==> src/rtl/mem_access_ctrl_pkg.sv <==
// Shared definitions for the data-memory access controller.
// Holds the controller state encoding, the funct3 access-width codes,
// the byte-enable width and a helper that builds lane enables from an
// access size and the low address bits.
package mem_access_ctrl_pkg;

  localparam int BE_W = 4;

  typedef enum logic [2:0] {
    ST_IDLE  = 3'd0,
    ST_REQ   = 3'd1,
    ST_WAIT  = 3'd2,
    ST_DRAIN = 3'd3,
    ST_DONE  = 3'd4
  } lsu_state_e;

  // funct3 codes; stores share the low three with loads (SB/SH/SW)
  localparam logic [2:0] F3_B  = 3'b000;
  localparam logic [2:0] F3_H  = 3'b001;
  localparam logic [2:0] F3_W  = 3'b010;
  localparam logic [2:0] F3_BU = 3'b100;
  localparam logic [2:0] F3_HU = 3'b101;

  // funct3[1:0] gives the access size
  localparam logic [1:0] SZ_B = 2'b00;
  localparam logic [1:0] SZ_H = 2'b01;
  localparam logic [1:0] SZ_W = 2'b10;

  function automatic logic [BE_W-1:0] lane_be(input logic [1:0] size, input logic [1:0] off);
    logic [BE_W-1:0] be;
    case (size)
      SZ_B:    be = 4'b0001 << off;
      SZ_H:    be = 4'b0011 << {off[1], 1'b0};
      default: be = 4'b1111;
    endcase
    return be;
  endfunction

endpackage

==> src/rtl/mem_access_ctrl_lsu_align.sv <==
// Combinational lane logic for the access controller.
// Request side: legality/alignment check, byte enables and lane-replicated
// store data for the op on the inputs. Response side: picks the byte or
// half out of the returned word and sign/zero-extends it.
// Ports:
//   is_load_i   - request is a load (affects which funct3 codes are legal)
//   funct3_i    - request width/sign code
//   addr_lo_i   - request byte offset within the word
//   st_data_i   - raw store data
//   ld_funct3_i - width/sign of the load in flight
//   ld_off_i    - byte offset of the load in flight
//   rdata_i     - word returned by the bus
//   legal_o     - funct3 is a valid code for this direction
//   aligned_o   - offset is naturally aligned for the size
//   be_o        - byte enables
//   st_wdata_o  - store data replicated across lanes
//   ld_data_o   - aligned, extended load result
module mem_access_ctrl_lsu_align
  import mem_access_ctrl_pkg::*;
(
  input  logic            is_load_i,
  input  logic [2:0]      funct3_i,
  input  logic [1:0]      addr_lo_i,
  input  logic [31:0]     st_data_i,
  input  logic [2:0]      ld_funct3_i,
  input  logic [1:0]      ld_off_i,
  input  logic [31:0]     rdata_i,
  output logic            legal_o,
  output logic            aligned_o,
  output logic [BE_W-1:0] be_o,
  output logic [31:0]     st_wdata_o,
  output logic [31:0]     ld_data_o
);

  logic [7:0]  byte_s;
  logic [15:0] half_s;

  // request legality, alignment, lane enables and store data
  always_comb begin
    legal_o    = 1'b0;
    aligned_o  = 1'b0;
    be_o       = lane_be(funct3_i[1:0], addr_lo_i);
    st_wdata_o = st_data_i;
    case (funct3_i)
      F3_B, F3_H, F3_W: legal_o = 1'b1;
      F3_BU, F3_HU:     legal_o = is_load_i;
      default:          legal_o = 1'b0;
    endcase
    case (funct3_i[1:0])
      SZ_B:    aligned_o = 1'b1;
      SZ_H:    aligned_o = ~addr_lo_i[0];
      SZ_W:    aligned_o = (addr_lo_i == 2'b00);
      default: aligned_o = 1'b0;
    endcase
    case (funct3_i[1:0])
      SZ_B:    st_wdata_o = {4{st_data_i[7:0]}};
      SZ_H:    st_wdata_o = {2{st_data_i[15:0]}};
      default: st_wdata_o = st_data_i;
    endcase
  end

  // load extraction and extension
  always_comb begin
    byte_s    = rdata_i[7:0];
    half_s    = ld_off_i[1] ? rdata_i[31:16] : rdata_i[15:0];
    ld_data_o = rdata_i;
    case (ld_off_i)
      2'd0:    byte_s = rdata_i[7:0];
      2'd1:    byte_s = rdata_i[15:8];
      2'd2:    byte_s = rdata_i[23:16];
      default: byte_s = rdata_i[31:24];
    endcase
    case (ld_funct3_i)
      F3_B:    ld_data_o = {{24{byte_s[7]}}, byte_s};
      F3_H:    ld_data_o = {{16{half_s[15]}}, half_s};
      F3_BU:   ld_data_o = {24'd0, byte_s};
      F3_HU:   ld_data_o = {16'd0, half_s};
      default: ld_data_o = rdata_i;
    endcase
  end

endmodule

==> src/rtl/mem_access_ctrl.sv <==
// Data-memory access controller between EX/MEM and the mem stage.
// Runs one load/store at a time on a req/gnt/rvalid bus, stalls the
// pipeline while it is outstanding and returns aligned load data.
// Ports:
//   clk, arst_n            - clock, synchronous active-low reset
//   mem_r_ena_i/_addr_i    - load request and byte address
//   mem_w_ena_i/_addr_i    - store request and byte address
//   mem_w_data_i, funct3_i - store data, access width/sign
//   flush_i, pipe_hold_i   - abort current op, hold result in DONE
//   dbus_*_o               - registered bus request signals
//   dbus_gnt_i/_rvalid_i/_rdata_i - bus responses
//   mem_r_data_o           - load result (held until next load)
//   stall_req_o            - freeze upstream pipeline
//   misalign_o, bus_err_o  - single-cycle error pulses
module mem_access_ctrl
  import mem_access_ctrl_pkg::*;
#(
  parameter int TIMEOUT = 16
) (
  input  logic            clk,
  input  logic            arst_n,
  input  logic            mem_r_ena_i,
  input  logic [31:0]     mem_r_addr_i,
  input  logic            mem_w_ena_i,
  input  logic [31:0]     mem_w_addr_i,
  input  logic [31:0]     mem_w_data_i,
  input  logic [2:0]      funct3_i,
  input  logic            flush_i,
  input  logic            pipe_hold_i,
  output logic            dbus_req_o,
  output logic            dbus_we_o,
  output logic [31:0]     dbus_addr_o,
  output logic [BE_W-1:0] dbus_be_o,
  output logic [31:0]     dbus_wdata_o,
  input  logic            dbus_gnt_i,
  input  logic            dbus_rvalid_i,
  input  logic [31:0]     dbus_rdata_i,
  output logic [31:0]     mem_r_data_o,
  output logic            stall_req_o,
  output logic            misalign_o,
  output logic            bus_err_o
);

  // one spare bit so a flush on the last WAIT cycle can still count into DRAIN
  localparam int CNT_W = $clog2(TIMEOUT) + 1;
  localparam logic [CNT_W-1:0] CNT_LAST = CNT_W'(TIMEOUT - 1);

  lsu_state_e      state_q;
  logic [CNT_W-1:0] cnt_q;
  logic [2:0]       ld_f3_q;
  logic [1:0]       ld_off_q;
  logic             req_q, we_q, misalign_q, bus_err_q;
  logic [31:0]      addr_q, wdata_q, rdata_q;
  logic [BE_W-1:0]  be_q;

  logic             op_new_s, is_load_s, legal_s, aligned_s, accept_s, bad_s;
  logic [31:0]      addr_s, st_wdata_s, ld_data_s;
  logic [BE_W-1:0]  be_s;

  // a simultaneous load and store: the load wins
  assign op_new_s  = mem_r_ena_i | mem_w_ena_i;
  assign is_load_s = mem_r_ena_i;
  assign addr_s    = is_load_s ? mem_r_addr_i : mem_w_addr_i;

  mem_access_ctrl_lsu_align u_align (
    .is_load_i   (is_load_s),
    .funct3_i    (funct3_i),
    .addr_lo_i   (addr_s[1:0]),
    .st_data_i   (mem_w_data_i),
    .ld_funct3_i (ld_f3_q),
    .ld_off_i    (ld_off_q),
    .rdata_i     (dbus_rdata_i),
    .legal_o     (legal_s),
    .aligned_o   (aligned_s),
    .be_o        (be_s),
    .st_wdata_o  (st_wdata_s),
    .ld_data_o   (ld_data_s)
  );

  assign accept_s = (state_q == ST_IDLE) & op_new_s & ~flush_i & legal_s & aligned_s;
  assign bad_s    = (state_q == ST_IDLE) & op_new_s & ~(legal_s & aligned_s);

  // stall starts in the same cycle an op is accepted, before the FSM registers it
  assign stall_req_o  = accept_s | (state_q == ST_REQ) | (state_q == ST_WAIT) | (state_q == ST_DRAIN);
  assign dbus_req_o   = req_q;
  assign dbus_we_o    = we_q;
  assign dbus_addr_o  = addr_q;
  assign dbus_be_o    = be_q;
  assign dbus_wdata_o = wdata_q;
  assign mem_r_data_o = rdata_q;
  assign misalign_o   = misalign_q;
  assign bus_err_o    = bus_err_q;

  // controller FSM, timeout counter and all registered outputs
  always_ff @(posedge clk) begin
    if (!arst_n) begin
      state_q    <= ST_IDLE;
      cnt_q      <= '0;
      ld_f3_q    <= 3'd0;
      ld_off_q   <= 2'd0;
      req_q      <= 1'b0;
      we_q       <= 1'b0;
      addr_q     <= 32'd0;
      be_q       <= 4'd0;
      wdata_q    <= 32'd0;
      rdata_q    <= 32'd0;
      misalign_q <= 1'b0;
      bus_err_q  <= 1'b0;
    end else begin
      misalign_q <= 1'b0;
      bus_err_q  <= 1'b0;
      case (state_q)
        ST_IDLE: begin
          if (accept_s) begin
            req_q    <= 1'b1;
            we_q     <= ~is_load_s;
            addr_q   <= {addr_s[31:2], 2'b00};
            be_q     <= be_s;
            wdata_q  <= is_load_s ? 32'd0 : st_wdata_s;
            ld_f3_q  <= funct3_i;
            ld_off_q <= addr_s[1:0];
            state_q  <= ST_REQ;
          end else if (bad_s) begin
            misalign_q <= 1'b1;
          end
        end
        ST_REQ: begin
          // bus outputs drop to zero whenever REQ is left
          if (flush_i || dbus_gnt_i) begin
            req_q   <= 1'b0;
            we_q    <= 1'b0;
            addr_q  <= 32'd0;
            be_q    <= 4'd0;
            wdata_q <= 32'd0;
            cnt_q   <= '0;
          end
          if (flush_i) begin
            // a granted load still owes an rvalid, so soak it up in DRAIN
            state_q <= (dbus_gnt_i && !we_q) ? ST_DRAIN : ST_IDLE;
          end else if (dbus_gnt_i) begin
            state_q <= we_q ? ST_DONE : ST_WAIT;
          end
        end
        ST_WAIT: begin
          if (dbus_rvalid_i) begin
            if (flush_i) begin
              state_q <= ST_IDLE;
            end else begin
              rdata_q <= ld_data_s;
              state_q <= ST_DONE;
            end
          end else if (flush_i) begin
            cnt_q   <= cnt_q + 1'b1;
            state_q <= ST_DRAIN;
          end else if (cnt_q == CNT_LAST) begin
            bus_err_q <= 1'b1;
            rdata_q   <= 32'd0;
            state_q   <= ST_DONE;
          end else begin
            cnt_q <= cnt_q + 1'b1;
          end
        end
        ST_DRAIN: begin
          if (dbus_rvalid_i) begin
            state_q <= ST_IDLE;
          end else if (cnt_q >= CNT_LAST) begin
            bus_err_q <= 1'b1;
            state_q   <= ST_IDLE;
          end else begin
            cnt_q <= cnt_q + 1'b1;
          end
        end
        ST_DONE: begin
          if (!pipe_hold_i) begin
            state_q <= ST_IDLE;
          end
        end
        default: begin
          state_q <= ST_IDLE;
          req_q   <= 1'b0;
        end
      endcase
    end
  end

endmodule
==> config.mk <==
export PLATFORM = sky130hd
export DESIGN_NAME = mem_access_ctrl
export DESIGN_NICKNAME = d
export VERILOG_FILES = /design/src/rtl/mem_access_ctrl_pkg.sv /design/src/rtl/mem_access_ctrl_lsu_align.sv /design/src/rtl/mem_access_ctrl.sv
export SDC_FILE = /design/constraint.sdc
export NUM_CORES = 1
export LEC_CHECK = 0
export ABC_AREA = 1
export CAP_MARGIN = 20
export CORE_AREA = 2 2 118 120
export CTS_BUF_LIST = sky130_fd_sc_hd__clkbuf_8
export DETAILED_ROUTE_END_ITERATION = 7
export DIE_AREA = 0 0 120 122
export PLACE_DENSITY_LB_ADDON = 0.12
export SKIP_LAST_GASP = 1
export SYNTH_ARGS = -nofsm -noshare
export SYNTH_HDL_FRONTEND = slang
export SYNTH_SLANG_ARGS = --single-unit
==> constraint.sdc <==
create_clock -name clk -period 3.2 [get_ports clk]
set_clock_uncertainty 0.05 [all_clocks]
set_input_delay 0.64 -clock clk [delete_from_list [all_inputs] [get_ports clk]]
set_output_delay 0.64 -clock clk [all_outputs]
set_load 0.01 [all_outputs]
==> results.txt, run 1 <==
The run finished with clean final reports. After clock tree synthesis, the clock-pin slew on the worst setup and hold paths is 0.07 ns. The tools report the global-route wire length before repair as 30860 µm.

The routed layout has 7254 vias. The ratio of final minimum period to clock period works out to 0.9089. STA puts the critical path data required time at 2.51 ns. STA classifies the critical path startpoint as an input pin. The share of cells above drive strength 1 was 0.06802; the number of diodes added for antenna fixing was 0. The remaining routing DRC violations is 0. For the max-slew violation count, the log shows 0. Initial antenna violation count: 0. The largest single stage delay on the critical path is 0.55 ns. The post-synth design cell area was 0.006405 mm²; the number of cells produced by synthesis was 1021. The die covers 0.01464 mm². Power spread over the standard cell area amounts to 686.6 mW/mm². The commonest register cell after synthesis was sky130_fd_sc_hd__dfxtp_1. From bottom edge to top edge, the die measures 122 µm. The class of the most critical setup path is in2out. Setup repair after global routing left no endpoint under its margin. The synthesized design contains 115 register bits. The number of clock sinks was 115; the proportion of synthesized area in mux cells was 0. The clock reaches the later pin of the worst-skew pair after 0.44 ns. CTS built an H-tree with a depth of 4. Data arrives at the worst endpoint at 2.22 ns.

The via count of the first global-routing pass is 6201, and the count of buffering cells on the critical path with inverters included is 2. The post-synthesis share of cell area spent on xor and xnor gates was 0. Row generation in the floorplan step produced 43 rows.

Ranked by total cell area, the synthesized netlist is headed by sky130_fd_sc_hd__dfxtp_1 (36%), sky130_fd_sc_hd__nand2_1 (19%), sky130_fd_sc_hd__a21oi_1 (10%). After detailed routing, the average wire length per cell comes to 14.05 µm. At the placement stage, the worst setup path has a slack of 0.2918 ns.

The adder-cell share of the synthesized area came out at 0.003907. For the number of top-level design ports, the log shows 244. For this block, the initial DRC count from the detailed router was 693.

The run gives 0.2663 as the global-route total usage across every layer. The tools report the maximum achievable frequency as 343.8 MHz. The HPWL after detailed placement is 14030 µm. The core region is 0.01350 mm².

The root buffer cell chosen for the clock tree is sky130_fd_sc_hd__clkbuf_8. Broken down by cell family, the worst path's largest delay share belongs to buffers and inverters. The relative max-transition margin was 0.5657. The clock period could shrink to 2.909 ns. The simple-gate portion of the synthesized area was 0.3891; the actual slew at the worst max-slew pin was 0.6505 ns. The fill cell total of the finished layout is 1275, and the synthesized area per cell is 6.273 µm².

Number of warnings printed during yosys synthesis: 0. The initial cell density of the core is 0.4743. The number of buffers inserted by hold repair at cts was 0. For this design, the slowest cell found on the critical path is sky130_fd_sc_hd__clkdlybuf4s50_1.

The vias per cell is 5.127, and the overall overflow remaining after global route is 0. The highest ir drop seen on vdd was 0.0004299 V; the number of buffers added for setup after CTS was 0. The compound-cell area share of the yosys netlist came out at 0.1442. sky130_fd_sc_hd__dfxtp_1 takes more of the synthesized area than any other cell. The tools report the number of nets with antenna violations after detailed routing as 0. Setup slack closes at 0.2915 ns. Share of flip-flops with an asynchronous set or reset: 0. The hold violation count in the final report came out at 0. Summed over all cells, the static leakage comes to 0.003851 µW. Port buffering added 241 buffers. The worst hold-check path type was reg2reg.

The number of gates resized after CTS was 0. Across the run, the number of max-cap violations was 0. Adding up every negative setup slack in the final design gives 0 ns. The top-area cell type share of the netlist area came out at 0.3594. The signal on the critical path passes through clkdlybuf4s50_1, nand2_1, nand2_1, o21ai_1, nand3_2, nand4_1, clkdlybuf4s50_1. The combinational family with the most area after synthesis was simple AND/OR/NAND/NOR gates. The run gives 19890 µm as the sum of routed wire length over all layers. TritonCTS created 17 clock buffers. TritonCTS built the clock tree. Setup violations remaining at the end of the flow were counted as 0. The net count of the finished layout is 1363.

In this run, distinct cell masters in the synthesized netlist total 30. Entering global routing, the biggest net connects 69 pins. Layout overhead on the synthesized area: 44.46%.

Of all nets on the critical path, the largest fanout is 3. The sequential share of the synthesized area was 0.3594; the count of flip-flops with a built-in enable after synthesis was 0. The width of the die works out to 120 µm. The first TritonRoute pass finished after 7 iterations. The global placer's final weighted congestion is 0.8806.

The maximum clock insertion buffer count was 2. The worst setup path is captured at a primary output.
[tightest hold or removal path: stages (launching register included)]
cell and delay (ns):
sky130_fd_sc_hd__dfxtp_1 0.31, sky130_fd_sc_hd__nand2_1 0.06, sky130_fd_sc_hd__a21oi_1 0.05
[layout by cell type (no fill, tap or decap), types with 2 or more instances in the layout]
cell / n
sky130_fd_sc_hd__clkinv_2: 3
sky130_fd_sc_hd__nand3_1: 118
sky130_fd_sc_hd__nor3_1: 37
sky130_fd_sc_hd__buf_4: 15
sky130_fd_sc_hd__nand3_2: 2
sky130_fd_sc_hd__nand4_1: 3
sky130_fd_sc_hd__a21oi_1: 131
sky130_fd_sc_hd__buf_12: 2
sky130_fd_sc_hd__conb_1: 2
sky130_fd_sc_hd__nand2_2: 4
sky130_fd_sc_hd__nor2_2: 4
sky130_fd_sc_hd__o211ai_1: 12
sky130_fd_sc_hd__or2_2: 12
sky130_fd_sc_hd__nor2_4: 3
sky130_fd_sc_hd__clkinv_4: 2
sky130_fd_sc_hd__clkbuf_8: 18
sky130_fd_sc_hd__clkdlybuf4s50_1: 240
sky130_fd_sc_hd__ha_1: 2
sky130_fd_sc_hd__o21ai_1: 3
sky130_fd_sc_hd__nand2_1: 328
sky130_fd_sc_hd__o21ai_0: 28
sky130_fd_sc_hd__clkinvlp_4: 2
sky130_fd_sc_hd__nor2_1: 66
sky130_fd_sc_hd__inv_1: 63
sky130_fd_sc_hd__dfxtp_1: 115
sky130_fd_sc_hd__bufinv_16: 5
sky130_fd_sc_hd__inv_2: 7
[final timing paths]
kind              cells after the start                     startpoint  slack (ns)                            end
setup / recovery                      7                mem_w_addr_i[0]        0.29                    stall_req_o
hold reg to reg                       2  dbus_wdata_o[12]$_SDFFE_PN0P_        0.41  dbus_wdata_o[12]$_SDFFE_PN0P_
setup reg to reg                     10        state_q[1]$_SDFFE_PN0P_        0.68  dbus_wdata_o[24]$_SDFFE_PN0P_
hold / removal                        2  dbus_wdata_o[12]$_SDFFE_PN0P_        0.41  dbus_wdata_o[12]$_SDFFE_PN0P_
[cells by family (layout without fill, tap and decap cells)]
kind of cell,count (synthesis),count (layout)
AND/OR/NAND/NOR,580,580
AO/OA/AOI/OAI,177,177
buffers and inverters,146,359
flip-flops,115,115
adder cells (fa/ha/maj),2,2
other,1,2
[per-stage QoR]
step                      utilization  hold WS, ns  cell area, µm²  total power [µW]  cells
after floorplan                     -       0.3861            6409              3800   1022
after global placement         0.6513       0.3962            8795              4779   1383
after detailed placement       0.6513       0.4013            8795              4805   1383
after CTS                      0.6852       0.4125            9253              6385   1415
after global routing           0.6852       0.4286            9253              6800   1415
final                          0.6852       0.4125            9253              6353   1415
[report_power, final]
part / internal (µW) / switching (µW)
Combinational: 1220 / 1640
Sequential: 1730 / 193
Clock: 944 / 621
Total: 3890 / 2460
[per-layer routing]
| layer | track usage | vias up | part of all wire |
|---|---|---|---|
| li1 | - | 3714 | - |
| met1 | 0.3243 | 3232 | 0.42 |
| met2 | 0.4286 | 268 | 0.47 |
| met3 | 0.08333 | 40 | 0.076 |
| met4 | 0.1265 | 0 | 0.032 |
| met5 | 0 | - | 0 |
[synth_stat cells, types with 2 or more instances]
library cell               number
sky130_fd_sc_hd__nand3_2        2
sky130_fd_sc_hd__clkbuf_1      32
sky130_fd_sc_hd__nor2_1        66
sky130_fd_sc_hd__nand2_2        4
sky130_fd_sc_hd__buf_2         28
sky130_fd_sc_hd__o211ai_1      12
sky130_fd_sc_hd__buf_6          4
sky130_fd_sc_hd__nand2_1      328
sky130_fd_sc_hd__or2_2         12
sky130_fd_sc_hd__inv_2          7
sky130_fd_sc_hd__nor3_1        37
sky130_fd_sc_hd__o21ai_0       28
sky130_fd_sc_hd__nor2_2         4
sky130_fd_sc_hd__o21ai_1        3
sky130_fd_sc_hd__ha_1           2
sky130_fd_sc_hd__nor2_4         3
sky130_fd_sc_hd__nand3_1      118
sky130_fd_sc_hd__buf_4         12
sky130_fd_sc_hd__inv_1         62
sky130_fd_sc_hd__dfxtp_1      115
sky130_fd_sc_hd__nand4_1        3
sky130_fd_sc_hd__a21oi_1      131
[state kept, by name, indices dropped and copies added, names as in the netlist, 2 cells and up]
register,cells
dbus_be_o,4
cnt_q,5
dbus_addr_o,30
ld_off_q,2
mem_r_data_o,32
dbus_wdata_o,32
state_q,3
ld_f3_q,3
[final cells by class]
| cell class | instances | area, µm² | share of cell area |
|---|---|---|---|
| multi-input combinational | 761 | 3448 | 0.3727 |
| inverter | 69 | 259.0 | 0.02799 |
| clock inverter | 14 | 210.2 | 0.02272 |
| clock buffer | 18 | 247.7 | 0.02677 |
| tap | 180 | 225.2 | 0.02434 |
| sequential | 115 | 2302 | 0.2488 |
| timing repair buffer | 258 | 2560 | 0.2767 |
No activity file was read; power rests on OpenSTA's default activity.
==> run 2: changes to the inputs <==
HOLD_SLACK_MARGIN = 0.03   (was default)
==> results of run 2 <==
No change in the layout: final DEF, timing and power equal those of run 1.
